## src/rtl/matmul_mem_engine.sv

```systemverilog
// ---------------------------------------------------------------------------
// matmul_mem_engine
//   NxN signed matrix-multiply engine with its own memory-fetch FSM.
//   Fetches A then B over a req/ack word bus, computes C = A*B (mode 0) or
//   C = A*B^T (mode 1) with one MAC per cycle, writes C back, pulses done.
//
//   Optional build macro: MATMUL_SATURATE_EN
//     defined   -> each C element is clamped to the signed W-bit range
//     undefined -> the low W bits of the accumulator are stored (wrap)
//   Either way the stored W-bit element is sign-extended to DW on the bus.
//
// Ports
//   clk, rst            clock; synchronous active-high reset
//   start               begin an operation (sampled only in IDLE)
//   mode                0: A*B, 1: A*B^T (latched at start)
//   base_a/b/c          byte base addresses (latched at start)
//   busy                high from the cycle after start until done
//   done                one-cycle pulse when the C store completes
//   mem_req/we/addr/wdata  memory request, held until acked
//   mem_ack, mem_rdata  memory accept (rdata valid in the same cycle)
//   dbg_state           current FSM state, for observation only
//
// Handshake: a request (mem_req with mem_we/mem_addr/mem_wdata) is held
// unchanged until a cycle with mem_ack=1; that cycle completes the transfer
// and the next request, if any, is presented in the following cycle.
// mem_ack while mem_req is low has no effect.
// ---------------------------------------------------------------------------
module matmul_mem_engine #(
    parameter int N  = 3,
    parameter int W  = 16,
    parameter int AW = 32,
    parameter int DW = 32
) (
    input  logic          clk,
    input  logic          rst,
    input  logic          start,
    input  logic          mode,
    input  logic [AW-1:0] base_a,
    input  logic [AW-1:0] base_b,
    input  logic [AW-1:0] base_c,
    output logic          busy,
    output logic          done,
    output logic          mem_req,
    output logic          mem_we,
    output logic [AW-1:0] mem_addr,
    output logic [DW-1:0] mem_wdata,
    input  logic          mem_ack,
    input  logic [DW-1:0] mem_rdata,
    output logic [2:0]    dbg_state
);

    localparam int NN    = N * N;
    localparam int IDX_W = $clog2(NN);
    localparam int CW    = $clog2(N);
    localparam int ACC_W = 2 * W + $clog2(N);

    typedef enum logic [2:0] {
        S_IDLE    = 3'd0,
        S_LOAD    = 3'd1,
        S_COMPUTE = 3'd2,
        S_STORE   = 3'd3,
        S_DONE    = 3'd4
    } state_t;

    state_t              state;
    logic                mode_q;
    logic [AW-1:0]       base_a_q;
    logic [AW-1:0]       base_b_q;
    logic [AW-1:0]       base_c_q;
    logic                ld_b;      // 0: fetching A, 1: fetching B
    logic [IDX_W-1:0]    idx;       // element index for load/store
    logic [CW-1:0]       ci;
    logic [CW-1:0]       cj;
    logic [CW-1:0]       ck;
    logic signed [ACC_W-1:0] acc;

    logic signed [W-1:0] a_mem [NN];
    logic signed [W-1:0] b_mem [NN];
    logic signed [W-1:0] c_mem [NN];

    logic [IDX_W-1:0]        nidx;
    logic [IDX_W-1:0]        a_idx;
    logic [IDX_W-1:0]        b_idx;
    logic [IDX_W-1:0]        c_idx;
    logic                    idx_last;
    logic                    k_last;
    logic                    j_last;
    logic                    i_last;
    logic signed [W-1:0]     a_op;
    logic signed [W-1:0]     b_op;
    logic signed [ACC_W-1:0] prod;
    logic signed [ACC_W-1:0] acc_next;
    logic signed [W-1:0]     c_res;
    logic                    xfer;
    logic                    rdata_unused;

    assign dbg_state    = state;
    assign xfer         = mem_req && mem_ack;
    // Only the low W bits of a read word carry an element.
    assign rdata_unused = ^mem_rdata;

`ifdef MATMUL_SATURATE_EN
    localparam logic signed [ACC_W-1:0] SAT_MAX = {{(ACC_W-W+1){1'b0}}, {(W-1){1'b1}}};
    localparam logic signed [ACC_W-1:0] SAT_MIN = {{(ACC_W-W+1){1'b1}}, {(W-1){1'b0}}};
`endif

    function automatic logic [DW-1:0] sext(input logic signed [W-1:0] v);
        return DW'(v);
    endfunction

    function automatic logic [AW-1:0] word_off(input logic [IDX_W-1:0] i);
        return AW'(i) << 2;
    endfunction

    always_comb begin
        nidx     = idx + IDX_W'(1);
        idx_last = (idx == IDX_W'(NN - 1));
        k_last   = (ck == CW'(N - 1));
        j_last   = (cj == CW'(N - 1));
        i_last   = (ci == CW'(N - 1));
        a_idx    = IDX_W'(ci) * IDX_W'(N) + IDX_W'(ck);
        // mode 1 reads B transposed: B[j][k] instead of B[k][j]
        b_idx    = mode_q ? (IDX_W'(cj) * IDX_W'(N) + IDX_W'(ck))
                          : (IDX_W'(ck) * IDX_W'(N) + IDX_W'(cj));
        c_idx    = IDX_W'(ci) * IDX_W'(N) + IDX_W'(cj);
        a_op     = a_mem[a_idx];
        b_op     = b_mem[b_idx];
        prod     = ACC_W'(a_op) * ACC_W'(b_op);
        // Accumulator restarts at k=0 so no separate clear cycle is needed.
        acc_next = (ck == '0) ? prod : (acc + prod);
`ifdef MATMUL_SATURATE_EN
        if (acc_next > SAT_MAX) begin
            c_res = SAT_MAX[W-1:0];
        end else if (acc_next < SAT_MIN) begin
            c_res = SAT_MIN[W-1:0];
        end else begin
            c_res = acc_next[W-1:0];
        end
`else
        c_res = acc_next[W-1:0];
`endif
    end

    // Matrix storage has no reset; contents are always rewritten before use.
    always_ff @(posedge clk) begin
        if (!rst && state == S_LOAD && xfer) begin
            if (ld_b) begin
                b_mem[idx] <= mem_rdata[W-1:0];
            end else begin
                a_mem[idx] <= mem_rdata[W-1:0];
            end
        end
        if (!rst && state == S_COMPUTE && k_last) begin
            c_mem[c_idx] <= c_res;
        end
    end

    always_ff @(posedge clk) begin
        if (rst) begin
            state     <= S_IDLE;
            busy      <= 1'b0;
            done      <= 1'b0;
            mem_req   <= 1'b0;
            mem_we    <= 1'b0;
            mem_addr  <= '0;
            mem_wdata <= '0;
            mode_q    <= 1'b0;
            base_a_q  <= '0;
            base_b_q  <= '0;
            base_c_q  <= '0;
            ld_b      <= 1'b0;
            idx       <= '0;
            ci        <= '0;
            cj        <= '0;
            ck        <= '0;
            acc       <= '0;
        end else begin
            done <= 1'b0;
            case (state)
                S_IDLE: begin
                    if (start) begin
                        mode_q   <= mode;
                        base_a_q <= base_a;
                        base_b_q <= base_b;
                        base_c_q <= base_c;
                        busy     <= 1'b1;
                        ld_b     <= 1'b0;
                        idx      <= '0;
                        state    <= S_LOAD;
                    end
                end

                S_LOAD: begin
                    if (!mem_req) begin
                        // First read goes out one cycle after the bases latch.
                        mem_req  <= 1'b1;
                        mem_we   <= 1'b0;
                        mem_addr <= base_a_q;
                    end else if (mem_ack) begin
                        if (idx_last) begin
                            idx <= '0;
                            if (ld_b) begin
                                mem_req <= 1'b0;
                                ci      <= '0;
                                cj      <= '0;
                                ck      <= '0;
                                state   <= S_COMPUTE;
                            end else begin
                                ld_b     <= 1'b1;
                                mem_addr <= base_b_q;
                            end
                        end else begin
                            idx      <= nidx;
                            mem_addr <= (ld_b ? base_b_q : base_a_q) + word_off(nidx);
                        end
                    end
                end

                S_COMPUTE: begin
                    acc <= acc_next;
                    if (k_last) begin
                        ck <= '0;
                        if (j_last) begin
                            cj <= '0;
                            if (i_last) begin
                                // C[0][0] was finished long ago, so the
                                // first write can go out immediately.
                                ci        <= '0;
                                idx       <= '0;
                                mem_req   <= 1'b1;
                                mem_we    <= 1'b1;
                                mem_addr  <= base_c_q;
                                mem_wdata <= sext(c_mem[0]);
                                state     <= S_STORE;
                            end else begin
                                ci <= ci + CW'(1);
                            end
                        end else begin
                            cj <= cj + CW'(1);
                        end
                    end else begin
                        ck <= ck + CW'(1);
                    end
                end

                S_STORE: begin
                    if (mem_ack) begin
                        if (idx_last) begin
                            mem_req <= 1'b0;
                            mem_we  <= 1'b0;
                            idx     <= '0;
                            busy    <= 1'b0;
                            done    <= 1'b1;
                            state   <= S_DONE;
                        end else begin
                            idx       <= nidx;
                            mem_addr  <= base_c_q + word_off(nidx);
                            mem_wdata <= sext(c_mem[nidx]);
                        end
                    end
                end

                S_DONE: begin
                    state <= S_IDLE;
                end

                default: begin
                    state <= S_IDLE;
                end
            endcase
        end
    end

endmodule

```

## config.mk

```make
export PLATFORM = sky130hd
export DESIGN_NAME = matmul_mem_engine
export DESIGN_NICKNAME = d
export VERILOG_FILES = /design/src/rtl/matmul_mem_engine.sv
export SDC_FILE = /design/constraint.sdc
export NUM_CORES = 1
export LEC_CHECK = 0
export CAP_MARGIN = 20
export CORE_ASPECT_RATIO = 1.4
export CORE_UTILIZATION = 44
export DETAILED_ROUTE_END_ITERATION = 7
export HOLD_SLACK_MARGIN = 0.12
export MAX_ROUTING_LAYER = met4
export PLACE_DENSITY_LB_ADDON = 0.2
export SLEW_MARGIN = 20
export SYNTH_ARGS = -nofsm -noshare
export SYNTH_HDL_FRONTEND = slang
export SYNTH_SLANG_ARGS = --single-unit
```

## constraint.sdc

```tcl
create_clock -name clk -period 9.75 [get_ports clk]
set_input_delay 1.95 -clock clk [delete_from_list [all_inputs] [get_ports clk]]
set_output_delay 1.95 -clock clk [all_outputs]
set_load 0.005 [all_outputs]
```

==> flow_metrics.py, run 1 <==
metrics = {
    "worst_setup_path": {
        "cpMostUsedCell": "fa_1",
        "crit_slowest_cell": "fa_1",
        "required_ns": 10.24,
        "arrival_ns": 9.70,
        "start_kind": "register",
        "path_delay_family": "adder cells",
        "path_class": "register to register",
        "path_buf_inv": 7,
        "end_kind": "register",
        "max_stage_delay_ns": 0.57,
        "cp_max_fo": 10,
    },
    "power_and_ir_drop": {
        "vdd_ir_drop_max_v": 0.000124,
        "seqPwrFrac_pct": 50.6,
        "p_sw_w": 0.00130,
        "switching_share_pct": 22.9,
        "p_comb_share_pct": 8.5,
        "leakagePower_nw": 13.1,
        "power.density_nw_per_um2": 155,
        "power.total_w": 0.00568,
        "internal-power_w": 0.00438,
        "clockPowerShare_pct": 40.9,
    },
    "flow_run": {
        "cap_violations": 0,
    },
    "placed_design": {
        "pre_cts_ws_ns": 0.239,
        "io_buffers": 187,
        "dp.final_hpwl_um": 54200,
        "gp_congestion": 0.886,
    },
    "floorplanning": {
        "rows": 115,
        "start_util_pct": 44.7,
        "core-area_sq_um": 70600,
        "die_w_um": 228,
        "design.die.area_sq_um": 72900,
        "die_h_um": 319,
        "io_pins": 204,
    },
    "sta": {
        "setup_violations": 0,
        "hold_violations": 0,
        "finalSetupTns_ns": 0,
        "period_share_pct": 94.5,
        "slew-limit-headroom_pct": 24.8,
        "drv_slew": 0,
        "max_freq_ghz": 0.109,
        "fin_crit_ns": 9.21,
        "setup_ws_ns": 0.540,
        "rsz0062_at_grt": "false",
        "final.setup_skew_ns": 0.0552,
        "whs_ns": 0.457,
        "tightest_slew_ns": 1.13,
    },
    "synth": {
        "seq_area_frac_synth_pct": 52.4,
        "netlist_instances": 2676,
        "synth_largest_area_cell": "edfxtp_1",
        "yosys-top-cells-area": "edfxtp_1 41%, dfxtp_1 11%, fa_1 5.6%",
        "syn-cell-area_sq_um": 31600,
        "yosysTopAreaCellShare_pct": 41.1,
        "yosysUniqueCellTypes": 74,
        "synth.net_count": 3005,
        "dominantRegCellSynth": "edfxtp_1",
        "async_flop_share_pct": 0,
        "synth-seq-cells": 611,
        "synth_edf_count": 432,
        "synth_warnings": 0,
        "syn_area_per_cell_sq_um": 11.8,
    },
    "drt": {
        "drt_iter0_drc": 1608,
        "wirelength_um": 78800,
        "vias": 21100,
        "viasPerCell": 5.52,
        "drt_first_pass_iters": 6,
        "wire_per_inst_um": 20.6,
        "drtAntennaViolNets": 0,
        "drc_errors": 0,
    },
    "clocking": {
        "cts.htree.levels": 2,
        "clockBufferDepth": 3,
        "cts_buffers": 59,
        "clk_root_buffer_cell": "clkbuf_16",
        "cts_tree": "done",
        "clk_pin_slew_ns": 0.06,
        "cts_sinks": 611,
        "clkLatencyLatePin_ns": 0.65,
    },
    "global_route": {
        "overflow": 0,
        "grt-busiest-layer": "met2",
        "grt_pass1_vias": 21600,
        "grt_use_met2_pct": 40.6,
        "met3_usage_pct": 2.38,
        "grt_usage_pct": 22.4,
        "grt_max_degree": 113,
        "antenna_found_initial": 1,
        "grt_pass1_wl_um": 123000,
        "grt.met1_usage_pct": 26.2,
    },
    "layout": {
        "final_nets": 3174,
        "num-fill-cells": 6090,
        "layout-drive-gt1-share_pct": 12.1,
        "area_growth_pct": 15.8,
    },
    "worst_hold_path": {
        "min_path_type": "register to register",
    },
    "run_status": {
        "status": "complete, no violations",
    },
}
==> layout by cell type, fill, tap and decap left out, types with 8 or more instances in the layout <==
cell type	instances
inv_1	171
mux4_2	73
dfxtp_1	175
ha_1	106
edfxtp_1	432
mux2i_1	49
fa_1	88
nand3b_1	17
mux4_1	18
clkinv_2	11
xor2_1	33
nor3_1	44
and2_1	27
nand3_1	35
nor2_1	205
o21bai_1	9
mux2_2	54
a21o_1	18
clkdlybuf4s50_1	186
a221oi_1	20
nor2b_1	34
nor3b_1	8
a211oi_1	60
o211ai_1	14
buf_4	82
clkbuf_16	59
clkbuf_1	10
nand2_1	359
a21oi_1	190
a221o_1	17
o21ai_0	46
o21ai_1	8
nand2b_1	26
xnor2_1	54
==> routing by layer <==
| layer | part of all wire [%] | vias to the layer above |
|---|---|---|
| met5 | 0 | - |
| met4 | 2.5 | 0 |
| met3 | 4.3 | 119 |
| met2 | 53 | 559 |
| met1 | 40 | 10600 |
| li1 | - | 9891 |
==> worst paths after layout <==
path | from | end | slack (ns) | cells after the start
worst max register to register | ck[0]$_SDFFE_PP0P_ | acc[15]$_SDFFE_PP0P_ | 0.54 | 36
worst min register to register | base_c_q[0]$_SDFFE_PP0P_ | base_c_q[0]$_SDFFE_PP0P_ | 0.46 | 2
worst min-delay path | base_c_q[0]$_SDFFE_PP0P_ | base_c_q[0]$_SDFFE_PP0P_ | 0.46 | 2
worst max-delay path | ck[0]$_SDFFE_PP0P_ | acc[15]$_SDFFE_PP0P_ | 0.54 | 36
==> cells in the mapped netlist, types with 55 or more instances <==
cell      count
nor2_1      206
clkbuf_1    110
inv_1       171
xnor2_1      55
a21oi_1     190
fa_1         88
edfxtp_1    432
dfxtp_1     179
ha_1        108
mux4_2       73
a211oi_1     60
nand2_1     359
==> logic make-up (layout without fill, tap and decap cells) <==
| logic type | count (synthesis) | count (layout) | share of synthesized area [%] |
|---|---|---|---|
| muxes | 200 | 200 | 10.5 |
| adders and majority gates | 196 | 196 | 9.86 |
| and+or+nand+nor | 807 | 807 | 11.4 |
| other | 0 | 1 | 0 |
| AOI/OAI and AO/OA | 433 | 433 | 8.69 |
| DFF | 611 | 611 | 52.4 |
| buffers and inverters | 335 | 551 | 4.45 |
| xor gates and xnor gates | 94 | 94 | 2.70 |
==> sequential cells by signal (all words and copies together), names as in the netlist, 3 cells and up <==
register / cells
a_mem: 144
b_mem: 144
c_mem: 144
base_a_q: 32
base_b_q: 32
base_c_q: 32
mem_addr: 32
acc: 16
mem_wdata: 16
idx: 4
dbg_state: 3
==> power groups by stage <==
| stage | logic, W | clock network (W) | registers (W) |
|---|---|---|---|
| CTS | 0.000477 | 0.00237 | 0.00287 |
| detailed placement | 0.000475 | 0 | 0.00293 |
| global route | 0.000533 | 0.00247 | 0.00288 |
| global placement | 0.000457 | 0 | 0.00293 |
| finish | 0.000480 | 0.00232 | 0.00287 |
| floorplan | 0.000291 | 0 | 0.00292 |
==> worst reg2reg max path, delay by kind of cell, from the launching register on <==
kind | cells | cell delay [ns]
AOI/OAI and AO/OA | 9 | 1.80
xor gates and xnor gates | 3 | 0.52
adders and majority gates | 11 | 4.48
buffers and inverters | 7 | 0.66
DFF | 1 | 0.39
muxes | 1 | 0.38
and+or+nand+nor | 5 | 0.82
==> timing repair <==
action / CTS / global route
endpoints found under the setup margin: 0 / 10
endpoints found under the hold margin: 0 / 0
hold buffers: 0 / 0
buffers inserted: 0 / 5
resized for setup: 0 / 6
==> cell type report <==
class	count	area (sq um)	area share [%]
clock inverter	36	408	1.11
antenna	1	2.50	0.00684
tap	936	1170	3.20
multi-input combinational	1730	13700	37.4
clock buffer	72	1560	4.25
sequential	611	16600	45.3
inverter	171	642	1.75
timing repair buffer	272	2550	6.97
==> metrics by stage <==
step	cell area [sq um]	cells	utilization [%]
floorplan	31600	2676	-
global placement	34600	3715	48.9
detailed placement	34600	3715	48.9
CTS	36500	3823	51.7
global route	36600	3829	51.8
finish	36600	3829	51.8
(Power assumes the default switching activity.)
==> run 2, diff against run 1 <==
- CORE_UTILIZATION: 44 -> 60
==> run 2 against run 1 <==
Count of clock-buffer cells in the layout fell by 3. Critical path depth rose by 2. Power barely moved. First-iteration DRC count rose by 2.0%. Clock skew fell by 0.0013 ns. Global-route usage rose by 7.5 points. Design area fell by 1.0%. Clock power barely moved. Register-to-register slack barely moved. Critical path type unchanged.
==> flow_metrics.py, run 2 (synthesis results as in run 1) <==
metrics = {
    "run_status": {
        "status": "complete, no violations",
    },
    "global_route": {
        "grt_pass1_vias": 21700,
        "grt_usage_pct": 29.9,
        "grt_max_degree": 116,
        "grt_pass1_wl_um": 119000,
        "antenna_found_initial": 2,
        "overflow": 0,
    },
    "worst_setup_path": {
        "required_ns": 10.25,
        "max_stage_delay_ns": 0.58,
        "path_class": "register to register",
        "cp_max_fo": 32,
        "arrival_ns": 9.70,
        "cpMostUsedCell": "inv_1",
        "start_kind": "register",
        "end_kind": "register",
        "crit_slowest_cell": "fa_1",
        "reg2reg_depth": 38,
    },
    "clocking": {
        "cts.htree.levels": 2,
        "cts_buffers": 55,
        "clk_pin_slew_ns": 0.07,
        "clkLatencyLatePin_ns": 0.65,
        "clockBufferDepth": 3,
        "clk_root_buffer_cell": "clkbuf_16",
        "cts_tree": "done",
        "cts_sinks": 611,
        "holdBufCountCts": 0,
    },
    "drt": {
        "drt_first_pass_iters": 6,
        "drc_errors": 0,
        "drt_iter0_drc": 1640,
        "viasPerCell": 6.07,
        "wire_per_inst_um": 21.7,
        "vias": 21500,
        "drtAntennaViolNets": 0,
        "wirelength_um": 77100,
    },
    "power_and_ir_drop": {
        "switching_share_pct": 22.8,
        "clockPowerShare_pct": 40.5,
        "internal-power_w": 0.00438,
        "power.density_nw_per_um2": 157,
        "p_comb_share_pct": 8.8,
        "vdd_ir_drop_max_v": 0.000197,
        "seqPwrFrac_pct": 50.7,
        "p_sw_w": 0.00129,
        "leakagePower_nw": 13.1,
    },
    "floorplanning": {
        "core-area_sq_um": 52000,
        "io_pins": 204,
        "start_util_pct": 60.7,
        "die_h_um": 273,
        "die_w_um": 196,
        "rows": 99,
        "design.die.area_sq_um": 53600,
    },
    "layout": {
        "reg.largest.list": "a_mem x144, b_mem x144, c_mem x144",
        "layout-drive-gt1-share_pct": 11.8,
        "finalInstanceArea_sq_um": 36200,
        "final_common_cell": "edfxtp_1",
        "area_growth_pct": 14.6,
        "final_nets": 3170,
        "postLayoutCoreUtil_pct": 69.6,
        "final_cell_mix": "432 x edfxtp_1, 358 x nand2_1, 205 x nor2_1, 190 x a21oi_1, 186 x clkdlybuf4s50_1",
    },
    "sta": {
        "fin_crit_ns": 9.20,
        "drv_slew": 0,
        "setup_violations": 0,
        "slew-limit-headroom_pct": 23.8,
        "final.setup_skew_ns": 0.0539,
        "tightest_slew_ns": 1.14,
        "hold_violations": 0,
        "period_share_pct": 94.4,
        "finalSetupTns_ns": 0,
        "max_freq_ghz": 0.109,
    },
    "placed_design": {
        "dp.final_hpwl_um": 51200,
        "io_buffers": 187,
        "gp_congestion": 0.895,
        "post_dp_cell_area_sq_um": 34200,
    },
    "worst_hold_path": {
        "holdPathStages": 2,
        "min_path_type": "register to register",
    },
    "flow_run": {
        "cap_violations": 0,
    },
}
## run 2: changes by cell type in the layout (fill, tap and decap cells not counted), moves of 2 or more
cell | before | now
clkbuf_16 | 59 | 57
clkinv_2 | 11 | 6
clkinvlp_2 | 3 | 0
nor3_1 | 44 | 46
nor3_2 | 5 | 3
o21ai_0 | 46 | 48
o21ai_1 | 8 | 6
## run 2: layer usage
metal  up-vias  global-route usage (%)  part of all wire [%]
li1       9873                       -                     -
met5         -                       -                     0
met3       220                    3.70                   6.3
met2       861                    51.9                    51
met4         0                    15.9                   5.5
met1     10600                    33.9                    37
## run 2: power by group through the flow
stage | registers, W | logic, W | clock network, W
floorplan | 0.00292 | 0.000291 | 0
global placement | 0.00293 | 0.000466 | 0
detailed placement | 0.00293 | 0.000484 | 0
CTS | 0.00287 | 0.000488 | 0.00232
global route | 0.00288 | 0.000551 | 0.00241
finish | 0.00287 | 0.000502 | 0.00230
## run 2: final cells by class
type	instances	area [sq um]
Sequential cell	611	16600
Tap cell	656	821
Antenna cell	2	5.00
Clock buffer	69	1500
Inverter	171	642
Multi-Input combinational cell	1730	13700
Fill cell	3604	15800
Timing Repair Buffer	272	2550
Clock inverter	32	427
## run 2: per-stage QoR
stage | std cells | hold slack (ns) | setup WS, ns | power, W
6_report | 3543 | 0.465 | 0.548 | 0.00567
5_1_grt | 3543 | 0.483 | -0.0195 | 0.00584
4_1_cts | 3538 | 0.463 | 0.0509 | 0.00568
3_5_place_dp | 3437 | 0.454 | 0.210 | 0.00341
3_3_place_gp | 3437 | 0.446 | 0.486 | 0.00339
2_1_floorplan | 2676 | 0.436 | 0.892 | 0.00321
## run 2: worst max-delay path, delay by kind of cell (launching register included)
family | cells | cell delay [ns]
and+or+nand+nor | 4 | 0.58
DFF | 1 | 0.44
AOI/OAI and AO/OA | 7 | 1.15
adders and majority gates | 10 | 4.22
xor gates and xnor gates | 3 | 0.59
buffers and inverters | 11 | 1.03
muxes | 3 | 1.03
## run 2: worst paths after layout
check                                              start                       end  slack (ns)
worst min register to register  mem_addr[5]$_SDFFE_PP0P_  mem_addr[5]$_SDFFE_PP0P_        0.46
worst min-delay path            mem_addr[5]$_SDFFE_PP0P_  mem_addr[5]$_SDFFE_PP0P_        0.46
worst max register to register        ci[0]$_SDFFE_PP0P_      acc[15]$_SDFFE_PP0P_        0.55
worst max-delay path                  ci[0]$_SDFFE_PP0P_      acc[15]$_SDFFE_PP0P_        0.55
## run 2: what timing repair did
item                                   CTS  global route
gates resized for setup                  0             7
endpoints found under the hold margin    0             0
setup endpoints to repair                0            20
setup buffers                            0             2
==> run 3, diff against run 2 <==
- CAP_MARGIN: 20 -> default
- CORE_MARGIN: default -> 1.5
==> run 3 against run 2 <==
Sequential power barely moved. Clock skew rose by 0.0070 ns. Routed wire length barely moved. Maximum frequency barely moved. Design area fell by 0.28%. Non-clock buffer count fell by 16. Largest cell class unchanged. Sequential cell count did not move. Setup slack got worse by 0.00091 ns. Sequential share of layout area rose by 0.14 points.
==> flow_metrics.py, run 3 (synthesis results as in run 1) <==
metrics = {
    "run_status": {
        "status": "complete, no violations",
    },
    "layout": {
        "num-fill-cells": 3658,
        "regArea_sq_um": 16600,
        "finalInstanceArea_sq_um": 36100,
        "multi_input_area_sq_um": 13700,
        "final_cell_mix": "432 x edfxtp_1, 359 x nand2_1, 198 x nor2_1, 190 x a21oi_1, 186 x clkdlybuf4s50_1",
        "reg.largest.list": "a_mem x144, b_mem x144, c_mem x144",
        "area_growth_pct": 14.3,
        "postLayoutCoreUtil_pct": 69.4,
        "layout-drive-gt1-share_pct": 11.6,
        "final_common_cell": "edfxtp_1",
        "final_nets": 3155,
    },
    "floorplanning": {
        "start_util_pct": 60.7,
        "design.die.area_sq_um": 54000,
        "io_pins": 204,
        "rows": 99,
        "core-area_sq_um": 52000,
        "die_w_um": 197,
        "die_h_um": 274,
    },
    "sta": {
        "fin_crit_ns": 9.20,
        "tightest_slew_ns": 1.16,
        "hold_violations": 0,
        "finalSetupTns_ns": 0,
        "setup_violations": 0,
        "setup_ws_ns": 0.547,
        "final.setup_skew_ns": 0.0609,
        "max_freq_ghz": 0.109,
        "drv_slew": 0,
        "period_share_pct": 94.4,
        "slew-limit-headroom_pct": 22.9,
    },
    "drt": {
        "drt_first_pass_iters": 6,
        "drtAntennaViolNets": 0,
        "wirelength_um": 77100,
        "viasPerCell": 6.05,
        "vias": 21400,
        "drt_iter0_drc": 1449,
        "wire_per_inst_um": 21.8,
        "drc_errors": 0,
    },
    "power_and_ir_drop": {
        "power.density_nw_per_um2": 156,
        "leakagePower_nw": 13.0,
        "vdd_ir_drop_max_v": 0.000164,
    },
    "worst_setup_path": {
        "r2r_slack_ns": 0.55,
        "crit_slowest_cell": "fa_1",
        "path_class": "register to register",
        "r2r-end": "c_mem[0][15]$_DFFE_PP_",
        "reg2reg_from": "ci[0]$_SDFFE_PP0P_",
        "reg2reg_depth": 36,
        "required_ns": 10.09,
        "cp_max_fo": 32,
        "cpMostUsedCell": "inv_1",
        "max_stage_delay_ns": 0.57,
        "start_kind": "register",
        "arrival_ns": 9.54,
        "end_kind": "register",
    },
    "clocking": {
        "cts_tree": "done",
        "clk_root_buffer_cell": "clkbuf_16",
        "cts_buffers": 56,
        "clockBufferDepth": 3,
        "clkLatencyLatePin_ns": 0.65,
        "holdBufCountCts": 0,
        "cts.htree.levels": 2,
        "cts_sinks": 611,
        "clk_pin_slew_ns": 0.06,
    },
    "flow_run": {
        "cap_violations": 0,
    },
    "placed_design": {
        "pre_cts_ws_ns": 0.339,
        "gp_congestion": 0.914,
        "dp.final_hpwl_um": 52100,
        "io_buffers": 187,
        "post_dp_cell_area_sq_um": 34100,
    },
    "global_route": {
        "grt_max_degree": 98,
        "grt_usage_pct": 29.8,
        "grt_pass1_vias": 22100,
        "grt_pass1_wl_um": 119000,
        "antenna_found_initial": 5,
        "overflow": 0,
    },
    "worst_hold_path": {
        "min_path_type": "register to register",
        "hold_start": "base_b_q[1]$_SDFFE_PP0P_",
        "hold_end": "base_b_q[1]$_SDFFE_PP0P_",
        "holdPathStages": 2,
    },
}
[run 3: worst max-delay path by stage]
stage	start	slack (ns)	endpoint
4_1_cts	cj[1]$_SDFFE_PP0P_	0.24	acc[15]$_SDFFE_PP0P_
6_report	ci[0]$_SDFFE_PP0P_	0.55	c_mem[0][15]$_DFFE_PP_
3_3_place_gp	ci[0]$_SDFFE_PP0P_	0.58	acc[15]$_SDFFE_PP0P_
2_1_floorplan	ci[0]$_SDFFE_PP0P_	0.89	acc[15]$_SDFFE_PP0P_
3_5_place_dp	cj[1]$_SDFFE_PP0P_	0.34	acc[15]$_SDFFE_PP0P_
5_1_grt	ci[0]$_SDFFE_PP0P_	-0.03	c_mem[0][15]$_DFFE_PP_
[run 3: routing by layer]
metal	up-vias	routed length, um	global-route usage, %
met4	0	3720	14.5
met5	-	0	-
li1	9830	-	-
met2	748	40800	53.2
met3	206	4390	3.65
met1	10600	28200	33.1
[run 3: report_power, final]
part           internal (W)  leakage [nW]  switching [W]
registers           0.00284          5.34      0.0000350
logic              0.000218          6.75       0.000274
clock network       0.00130         0.932       0.000976
[run 3: repair_timing]
item | in CTS | in global routing
buffers inserted | 0 | 1
resized for setup | 0 | 7
endpoints found under the setup margin | 0 | 10
hold endpoints to repair | 0 | 0
[run 3: final cells by class]
class	count	area share, %
timing repair buffer	256	6.69
antenna	5	0.0347
inverter	171	1.78
sequential	611	45.9
clock inverter	30	1.08
multi-input combinational	1730	38.0
tap	656	2.27
clock buffer	75	4.23
[run 3: worst max-delay path, delay by kind of cell, from the launching register on]
| family | cells | cell delay, ns |
|---|---|---|
| flip-flops | 1 | 0.46 |
| XOR/XNOR | 3 | 0.53 |
| AO/OA/AOI/OAI | 8 | 1.23 |
| AND/OR/NAND/NOR | 3 | 0.51 |
| buffers and inverters | 9 | 0.88 |
| adder cells (fa/ha/maj) | 10 | 4.21 |
| multiplexers | 3 | 1.06 |
[run 3: stage by stage]
stage / total power [W] / instances / hold WS, ns
after global routing: 0.00581 / 3534 / 0.479
final: 0.00564 / 3534 / 0.457
after floorplan: 0.00321 / 2676 / 0.436
after global placement: 0.00339 / 3423 / 0.445
after detailed placement: 0.00341 / 3423 / 0.451
after CTS: 0.00566 / 3528 / 0.462
==> RTL edit: new RTL, config.mk and constraints of run 2 <==
The option `MATMUL_SATURATE_EN` is turned on by a define.
--- a/src/rtl/matmul_mem_engine.sv
+++ b/src/rtl/matmul_mem_engine.sv
@@ -25,6 +25,8 @@
 // and the next request, if any, is presented in the following cycle.
 // mem_ack while mem_req is low has no effect.
 // ---------------------------------------------------------------------------
+`define MATMUL_SATURATE_EN
+
 module matmul_mem_engine #(
     parameter int N  = 3,
     parameter int W  = 16,
Behaviour: no difference found for any inputs over 4 cycles, from zero or initial values and one cycle with rst high; that may be too few to reach the edited logic, so the function may still have changed.
==> RTL edit against run 2 <==
The flow now finishes with violations (setup timing); critical endpoint is now acc[31]; worst setup slack lost 1.9 ns; critical path type unchanged; non-clock buffer count grew 462; sequential cell count grew 18; sequential power grew 7.7%; routed wire length grew 56%; area after synthesis grew 27%; core utilization grew 7.7 points; die area grew 26%; first-iteration DRC count grew 59%; count of clock-buffer cells in the layout grew 4; design area grew 40%; power grew 55%; fmax shrank 17%.
==> RTL edit: results (changes against run 2) <==
status=finished with violations (was complete, no violations); failing checks=setup timing; drt pass-1 iters=6 (unchanged); HPWL Detailed=80000 µm (was 51200 µm); Net Sw Power=2780 µW (was 1290 µW); yosys synthesis warning count=0 (unchanged); number of nets with antenna violations after routing=0 (unchanged); clock root buffer=clkbuf_16 (unchanged); DRT iter0 DRCs=2611 (was 1640); worst skew pair latency=0.65 ns (about the same); number of flops mapped to enable cells by yosys=432 (unchanged); RePlAce Congestion=0.952 (was 0.895); largest net degree at the start of global routing=106 (was 116); Hold WC Path Type=register to register (unchanged); critical path's slowest cell=fa_1 (unchanged); Synth Instances=3776 (was 2676); initial antenna violation count=1 (was 2); startpoint types=register (unchanged); Worst Skew=0.0292 ns (was 0.0539 ns); setup violators final=151 (was 0); clk slew on worst S/H paths=~0.080 ns; leakage=0.0197 µW (was 0.0131 µW); worst-margin pin slew=1.12 ns (was 1.14 ns); Crit path largest cell delay=0.59 ns; largest registers=a_mem x144, b_mem x144, c_mem x144 (unchanged); fin nets=4911 (was 3170); first-pass GRT wire length=177000 µm (was 119000 µm); Synth Net Count=4326 (was 3005); CTS buffer count=57 (was 55); Fin Setup TNS=-177.55 ns (was 0 ns); Unique masters post-synth=85 (was 74); worst-case clock buffer depth=3 (unchanged); Total Routing Usage GR=35.6% (was 29.9%); PortBufs=187 (unchanged); commonest cells in the netlist=nand2_1 (527), edfxtp_1 (432), inv_1 (365), a21oi_1 (286), nor2_1 (279) (was edfxtp_1 (432), nand2_1 (359), nor2_1 (206), a21oi_1 (190), dfxtp_1 (179)); detail-routed net length per standard cell=22.8 µm (was 21.7 µm); via/cell ratio=6.15 (was 6.07); Hold Path Origin=base_c_q[1] (was mem_addr[5]); R2R depth=46 (was 38); crit path DAT=11.60 ns (was 9.70 ns); Via Count=32400 (was 21500); depth of the CTS H-tree=2 (unchanged); hold depth=2 (unchanged); Worst R2R Start=ck[0] (was ci[0]); Crit Path Max Fanout=6 (was 32); sequential-to-total area share from yosys stat=42.3% (was 52.4%); share of layout cells above drive strength 1=23.8% (was 11.8%); setup ws final=-1.31 ns (was 0.548 ns); top post-synthesis cells by area=edfxtp_1 (32%), fa_1 (14%), dfxtp_1 (9.9%) (was edfxtp_1 (41%), dfxtp_1 (11%), fa_1 (5.6%)); Peak VDD IR=0.169 mV (was 0.197 mV); Placed Cells=5065 (was 3437); asr flop ratio synth=0% (unchanged)
## RTL edit: cell types whose count changed after synthesis, sizes merged, moves of 34 or more
cell	delta
a21oi	+95
fa	+183
clkbuf	+66
nand3	+39
ha	+38
nor2	+73
mux2	-34
inv	+194
o21ai	+53
nand2	+166
## RTL edit: final cells by class
| class | instances | area [µm²] |
|---|---|---|
| multi-input cells | 2572 | 22700 |
| flip-flops and latches | 629 | 16900 |
| fillers | 4106 | 14900 |
| repair buffers | 734 | 6690 |
| clock buffers | 73 | 1560 |
| inverters | 367 | 1380 |
| well taps | 847 | 1060 |
| clock inverters | 35 | 468 |
| diodes | 2 | 5.00 |
## RTL edit: power by group through the flow
stage,logic [µW],registers [µW],clock network [µW]
floorplan,1420,3140,0
global placement,2420,3150,0
detailed placement,2470,3150,0
CTS,2630,3090,2450
global route,3430,3090,2550
finish,3240,3090,2450
## RTL edit: logic make-up (layout without fill, tap and decap cells)
kind of cell,Yosys count,count (layout),synth area share (%)
flops,629,629,42.3
xor+xnor,83,83,1.82
buf+inv,581,1209,5.69
compound gates,702,708,11.1
fa+ha+maj,417,417,18.1
other cells,0,2,0
simple gates,1174,1174,13.1
mux,190,190,7.84
## RTL edit: worst paths after layout
check | to | slack [ns]
worst max-delay path | acc[31] | -1.31
worst min-delay path | base_c_q[1] | 0.46
worst max register to register | acc[31] | -1.31
worst min register to register | base_c_q[1] | 0.46
## RTL edit: per-layer routing
layer	part of all wire, %	GRT usage [%]	up-vias
met5	0	-	-
met4	7.2	21.7	0
met3	7.4	4.74	473
met2	51	60.2	1617
met1	34	40.0	15900
li1	-	-	14400
## RTL edit: critical path: cells and delay by family (launching register included)
| family | cells | cell delay [ns] |
|---|---|---|
| fa+ha+maj | 10 | 4.37 |
| compound gates | 10 | 2.08 |
| buf+inv | 16 | 2.01 |
| mux | 3 | 1.01 |
| simple gates | 6 | 0.81 |
| flops | 1 | 0.35 |
| xor+xnor | 1 | 0.31 |
## RTL edit: per-stage QoR
step / utilization [%] / setup WS (ns) / hold WS (ns) / area [µm²]
4_1_cts: 74.8 / -1.15 / 0.456 / 49100
2_1_floorplan: - / -0.480 / 0.436 / 40700
3_3_place_gp: 70.8 / -1.28 / 0.444 / 46500
6_report: 77.3 / -1.31 / 0.456 / 50800
5_1_grt: 77.3 / -1.55 / 0.470 / 50800
3_5_place_dp: 70.8 / -1.37 / 0.447 / 46500
## RTL edit: repair_timing
item,4_1_cts,5_1_grt
buffers inserted,20,50
setup endpoints to repair,160,163
pin swaps,20,76
gates resized for setup,82,200
cloned,1,14
